$ cat src/rtl/spi_command_master.sv
// spi_command_master: CPOL=0 / CPHA=1 SPI initiator sending byte-stream command frames, MSB first.
// Define SPI_READBACK_EN to build the MISO synchroniser and readback capture path.
module spi_command_master #(
   parameter int unsigned CLK_DIV  = 4,
   parameter int unsigned CS_SETUP = 2,
   parameter int unsigned CS_HOLD  = 2
) (
   input  logic       clk,
   input  logic       reset_n,
   input  logic       tx_valid,
   output logic       tx_ready,
   input  logic [7:0] tx_data,
   input  logic       tx_last,
   output logic       rx_valid,
   output logic [7:0] rx_data,
   output logic       busy,
   output logic       spi_sclk,
   output logic       spi_mosi,
   output logic       spi_cs,
   input  logic       spi_miso
);
   localparam int unsigned MAX_A   = (CLK_DIV > CS_SETUP) ? CLK_DIV : CS_SETUP;
   localparam int unsigned MAX_CNT = (MAX_A > CS_HOLD) ? MAX_A : CS_HOLD;
   localparam int unsigned PW      = $clog2(MAX_CNT + 1);
   localparam logic [PW-1:0] DIV_END   = PW'(CLK_DIV - 1);
   localparam logic [PW-1:0] SETUP_END = PW'(CS_SETUP - 1);
   localparam logic [PW-1:0] HOLD_END  = PW'(CS_HOLD - 1);

   typedef enum logic [2:0] {
      ST_IDLE, ST_SETUP, ST_SHIFT, ST_WAIT_NEXT, ST_HOLD, ST_GAP
   } state_t;

   state_t          state_q, state_d;
   logic [PW-1:0]   cnt_q, cnt_d;
   logic [2:0]      bit_q, bit_d;
   logic [7:0]      shift_q, shift_d;
   logic            last_q, last_d;
   logic            sclk_q, sclk_d;
   logic            mosi_q, mosi_d;
   logic            cs_q, cs_d;
   logic            ready_q, ready_d;
   logic            busy_q, busy_d;
   logic            accept;
   logic            sample_miso;
   logic            byte_done;

   assign accept = tx_valid && ready_q;

   always_ff @(posedge clk or negedge reset_n) begin
      if (!reset_n) begin
         state_q <= ST_IDLE;
         cnt_q   <= '0;
         bit_q   <= '0;
         shift_q <= '0;
         last_q  <= 1'b0;
         sclk_q  <= 1'b0;
         mosi_q  <= 1'b0;
         cs_q    <= 1'b1;
         ready_q <= 1'b0;
         busy_q  <= 1'b0;
      end else begin
         state_q <= state_d;
         cnt_q   <= cnt_d;
         bit_q   <= bit_d;
         shift_q <= shift_d;
         last_q  <= last_d;
         sclk_q  <= sclk_d;
         mosi_q  <= mosi_d;
         cs_q    <= cs_d;
         ready_q <= ready_d;
         busy_q  <= busy_d;
      end
   end

   always_comb begin
      state_d     = state_q;
      cnt_d       = cnt_q + PW'(1);
      bit_d       = bit_q;
      shift_d     = shift_q;
      last_d      = last_q;
      sclk_d      = sclk_q;
      mosi_d      = mosi_q;
      cs_d        = cs_q;
      sample_miso = 1'b0;
      byte_done   = 1'b0;
      case (state_q)
         ST_IDLE, ST_WAIT_NEXT: begin
            cnt_d = '0;
            if (accept) begin
               shift_d = tx_data;
               last_d  = tx_last;
               cs_d    = 1'b0;
               // Continuation bytes skip CS setup and enter the low half of a bit period.
               state_d = (state_q == ST_IDLE) ? ST_SETUP : ST_SHIFT;
            end
         end
         ST_SETUP: begin
            if (cnt_q == SETUP_END) begin
               cnt_d   = '0;
               sclk_d  = 1'b1;
               mosi_d  = shift_q[7];
               shift_d = {shift_q[6:0], 1'b0};
               state_d = ST_SHIFT;
            end
         end
         ST_SHIFT: begin
            if (cnt_q == DIV_END) begin
               cnt_d = '0;
               if (sclk_q) begin
                  sclk_d      = 1'b0;
                  sample_miso = 1'b1;
                  if (bit_q == 3'd7) begin
                     bit_d     = '0;
                     byte_done = 1'b1;
                     state_d   = last_q ? ST_HOLD : ST_WAIT_NEXT;
                  end else begin
                     bit_d = bit_q + 3'd1;
                  end
               end else begin
                  sclk_d  = 1'b1;
                  mosi_d  = shift_q[7];
                  shift_d = {shift_q[6:0], 1'b0};
               end
            end
         end
         ST_HOLD: begin
            if (cnt_q == HOLD_END) begin
               cnt_d   = '0;
               cs_d    = 1'b1;
               state_d = ST_GAP;
            end
         end
         ST_GAP: begin
            if (cnt_q == HOLD_END) begin
               cnt_d   = '0;
               state_d = ST_IDLE;
            end
         end
         default: state_d = ST_IDLE;
      endcase
      ready_d = (state_d == ST_IDLE) || (state_d == ST_WAIT_NEXT);
      busy_d  = (state_d != ST_IDLE);
   end

   assign tx_ready = ready_q;
   assign busy     = busy_q;
   assign spi_sclk = sclk_q;
   assign spi_mosi = mosi_q;
   assign spi_cs   = cs_q;

`ifdef SPI_READBACK_EN
   logic       miso_s1_q, miso_s2_q;
   logic [7:0] rx_shift_q, rx_shift_d;
   logic [7:0] rx_data_q, rx_data_d;
   logic       rx_valid_q, rx_valid_d;

   always_ff @(posedge clk or negedge reset_n) begin
      if (!reset_n) begin
         miso_s1_q  <= 1'b0;
         miso_s2_q  <= 1'b0;
         rx_shift_q <= '0;
         rx_data_q  <= '0;
         rx_valid_q <= 1'b0;
      end else begin
         miso_s1_q  <= spi_miso;
         miso_s2_q  <= miso_s1_q;
         rx_shift_q <= rx_shift_d;
         rx_data_q  <= rx_data_d;
         rx_valid_q <= rx_valid_d;
      end
   end

   always_comb begin
      rx_shift_d = sample_miso ? {rx_shift_q[6:0], miso_s2_q} : rx_shift_q;
      rx_data_d  = byte_done ? {rx_shift_q[6:0], miso_s2_q} : rx_data_q;
      rx_valid_d = byte_done;
   end

   assign rx_valid = rx_valid_q;
   assign rx_data  = rx_data_q;
`else
   logic unused_readback;
   assign unused_readback = ^{spi_miso, sample_miso, byte_done};
   assign rx_valid = 1'b0;
   assign rx_data  = '0;
`endif

endmodule

$ cat config.mk
export PLATFORM = sky130hd
export DESIGN_NAME = spi_command_master
export DESIGN_NICKNAME = d
export VERILOG_FILES = /design/src/rtl/spi_command_master.sv
export SDC_FILE = /design/constraint.sdc
export NUM_CORES = 1
export LEC_CHECK = 0
export ABC_AREA = 1
export CAP_MARGIN = 20
export CORE_AREA = 2 2 46 70
export DETAILED_ROUTE_END_ITERATION = 8
export DIE_AREA = 0 0 48 72
export GPL_ROUTABILITY_DRIVEN = 0
export PLACE_DENSITY_LB_ADDON = 0.3
export SYNTH_ARGS = -nofsm -noshare
export SYNTH_HDL_FRONTEND = slang
export SYNTH_SLANG_ARGS = --single-unit
export TNS_END_PERCENT = 100
$ cat constraint.sdc
create_clock -name clk -period 1.7 [get_ports clk]
set_clock_uncertainty 0.05 [all_clocks]
set_input_delay 0.34 -clock clk [delete_from_list [all_inputs] [get_ports clk]]
set_output_delay 0.34 -clock clk [all_outputs]
set_load 0.1 [all_outputs]
==> impl_metrics.yaml, run 1 <==
clock_tree:
  cts_tree: "done"
  clock_path_buffers: 2
  htreeDepth: 1
  cts_root_buffer: "clkbuf_8"
  numCtsBuffers: 3
  tritoncts_num_sinks: 23
  clock_latency_ns: 0.27
  clk_pin_slew_ns: 0.08
floorplan:
  die_h_um: 72
  num_rows: 24
  coreArea_sq_mm: 0.00285
  dieArea_sq_mm: 0.00346
  pin_count: 27
  start_util: 0.480
  die_w_um: 48
worst_setup_path:
  crit_path_max_fanout: 8
  end_kind: "flip-flop"
  critPathCapture: "shift_q[0]"
  start_kind: "flip-flop"
  critPathKind: "flip-flop to flip-flop"
  rr_worst_depth: 8
  r2r_end: "shift_q[0]"
  crit_start: "state_q[0]"
  cp.required_ns: 1.85
  r2r_slack_ns: 0.11
  r2r_start: "state_q[0]"
  arrival_ns: 1.74
logic_synthesis:
  synthArstFlopShare: 1.00
  synth.most_common_cell: "nand2_1"
  synth_largest_area_cell: "dfrtp_1"
  syn_area_sq_mm: 0.00137
  syn_inst: 172
  ys_seq_elements: 23
  synth_cell_type_count: 23
  yosys-top-cells-count: "nand2_1 (50), dfrtp_1 (22), inv_1 (21)"
  yosysWarnings: 0
  avgSynthCellArea_sq_um: 7.96
  yosysSeqAreaShare: 0.421
  synth_edf_count: 0
  synth-main-ff-cell: "dfrtp_1"
  synth_top_area_frac: 0.402
  synth.area.top_cells: "dfrtp_1 (40%), nand2_1 (14%), inv_1 (5.8%), ha_1 (5.5%), buf_4 (4.9%)"
cells_and_area:
  drive_above_1_share: 0.237
  area_growth_pct: 23.5
  stdcell_count: 237
  diodes: 0
  fillers: 269
  nets: 218
  final_util: 0.593
power_and_ir_drop:
  switching_share: 0.272
  peakVddDrop_v: 0.000485
  p_seq_frac: 0.540
  power_density_mw_per_mm2: 599
  clock_power_share: 0.338
  p_int_mw: 0.738
  leakage_nw: 0.845
  switchingPower_mw: 0.275
  combPwrFrac: 0.122
timing:
  fin_crit_ns: 1.59
  period_share: 0.936
  setup_viol: 0
  finalHoldViolCount: 0
  max_freq_mhz: 628
  maxSlewViolCount: 0
  rsz0062_at_grt: "yes"
route:
  vias: 1123
  wl_um: 2490
  wl_per_cell_um: 10.5
  drc_errors: 0
  firstDrtPassIters: 5
  vias_per_cell: 4.74
  drtIter0Drc: 19
  drtAntennaViolNets: 0
placed_design:
  dp_cells: 226
  place_hpwl_um: 1920
  io_buffer_count: 16
global_routing:
  grt_max_degree: 24
  grtUsageTotal: 0.164
  grt_first_pass_wirelength_um: 4150
  grt_overflow: 0
  grt_pass1_vias: 1039
  antenna_found_initial: 0
job:
  drv_cap: 0
hold_path:
  hold_path.class: "primary input to asynchronous set/reset pin"
run_status:
  status: "finished, final reports clean"
power by group through the flow:
| stage | sequential (mW) | combinational [mW] | clock [mW] |
|---|---|---|---|
| after floorplan | 0.558 | 0.103 | 0 |
| after global placement | 0.557 | 0.124 | 0 |
| after detailed placement | 0.557 | 0.124 | 0 |
| after CTS | 0.547 | 0.124 | 0.357 |
| after global routing | 0.547 | 0.129 | 0.367 |
| final | 0.547 | 0.123 | 0.343 |
registers in the layout, indices dropped and copies added, names as in the netlist:
register / count
spi_sclk: 1
state_q: 3
spi_mosi: 1
last_q: 1
busy: 1
tx_ready: 1
cnt_q: 3
bit_q: 3
shift_q: 8
spi_cs: 1
cell type report:
cell class                 count  area, sq um  area share
sequential                    23          581       0.343
tap                           39         48.8      0.0289
inverter                      23         86.3      0.0511
clock buffer                   4         45.0      0.0266
timing repair buffer          24          270       0.160
multi-input combinational    124          659       0.390
worst max-delay path: stages (launching register included):
cell and delay [ns]:
dfrtp_1 0.46, inv_2 0.13, nand2_2 0.07, nor2_2 0.21, nand2_1 0.12, nand2_2 0.18
nor2_8 0.08, buf_4 0.14, o21ai_2 0.10
routing by layer:
layer  GRT usage  wire length [um]  part of all wire  up-vias
li1            -                 -                 -      568
met1       0.186               933              0.37      518
met2       0.279              1390              0.56       30
met3      0.0249                96             0.039        7
met4      0.0871                76             0.030        0
met5           0                 0                 0        -
logic make-up after synthesis:
| logic type | synth area share |
|---|---|
| AOI/OAI and AO/OA | 0.116 |
| and+or+nand+nor | 0.274 |
| adders and majority gates | 0.0548 |
| buffers and inverters | 0.131 |
| other | 0.00274 |
| DFF | 0.421 |
worst min-delay path by stage:
stage	end	slack, ns
4_1_cts	bit_q[0]	0.38
3_3_place_gp	cnt_q[0]	0.40
3_5_place_dp	cnt_q[0]	0.41
2_1_floorplan	bit_q[0]	-0.006
5_1_grt	last_q	0.40
6_report	spi_mosi	0.37
stage by stage:
stage	setup WS (ns)	instance area, sq um	setup TNS, ns	total power [mW]	hold slack, ns
after floorplan	0.214	1400	0	0.660	-0.00559
after global placement	0.0747	1580	0	0.681	0.397
after detailed placement	0.0508	1580	0	0.682	0.408
after CTS	0.0581	1630	0	1.03	0.376
after global routing	-0.00796	1690	-0.0347	1.04	0.401
final	0.108	1690	0	1.01	0.367
repair_timing:
item,4_1_cts,5_1_grt
hold buffers,0,0
buffers inserted,0,6
endpoints found under the setup margin,0,12
gates resized for setup,0,4
cell usage in the layout, fill, tap and decap left out:
cell | synthesis | final
a21oi_1 | 1 | 1
buf_12 | 1 | 5
buf_4 | 9 | 8
clkbuf_1 | 0 | 1
clkbuf_8 | 0 | 3
clkdlybuf4s50_1 | 0 | 11
conb_1 | 1 | 9
dfrtp_1 | 22 | 19
dfrtp_2 | 0 | 3
dfstp_2 | 1 | 1
ha_1 | 6 | 5
ha_2 | 0 | 1
inv_1 | 21 | 20
inv_2 | 2 | 3
nand2_1 | 50 | 50
nand2_2 | 10 | 10
nand2_4 | 1 | 1
nand3_1 | 6 | 6
nand4_1 | 1 | 1
nor2_1 | 12 | 11
nor2_2 | 2 | 3
nor2_4 | 0 | 1
nor2_8 | 1 | 1
o21a_1 | 1 | 1
o21ai_0 | 13 | 13
o21ai_2 | 7 | 7
o21bai_1 | 1 | 1
o22ai_1 | 2 | 2
(Power assumes the default switching activity.)
==> run 2, diff against run 1 <==
ABC_CLOCK_PERIOD_IN_PS = 1700   (was default)
==> results of run 2 <==
Same layout as run 1: the final DEF is identical, and so are final timing and power.
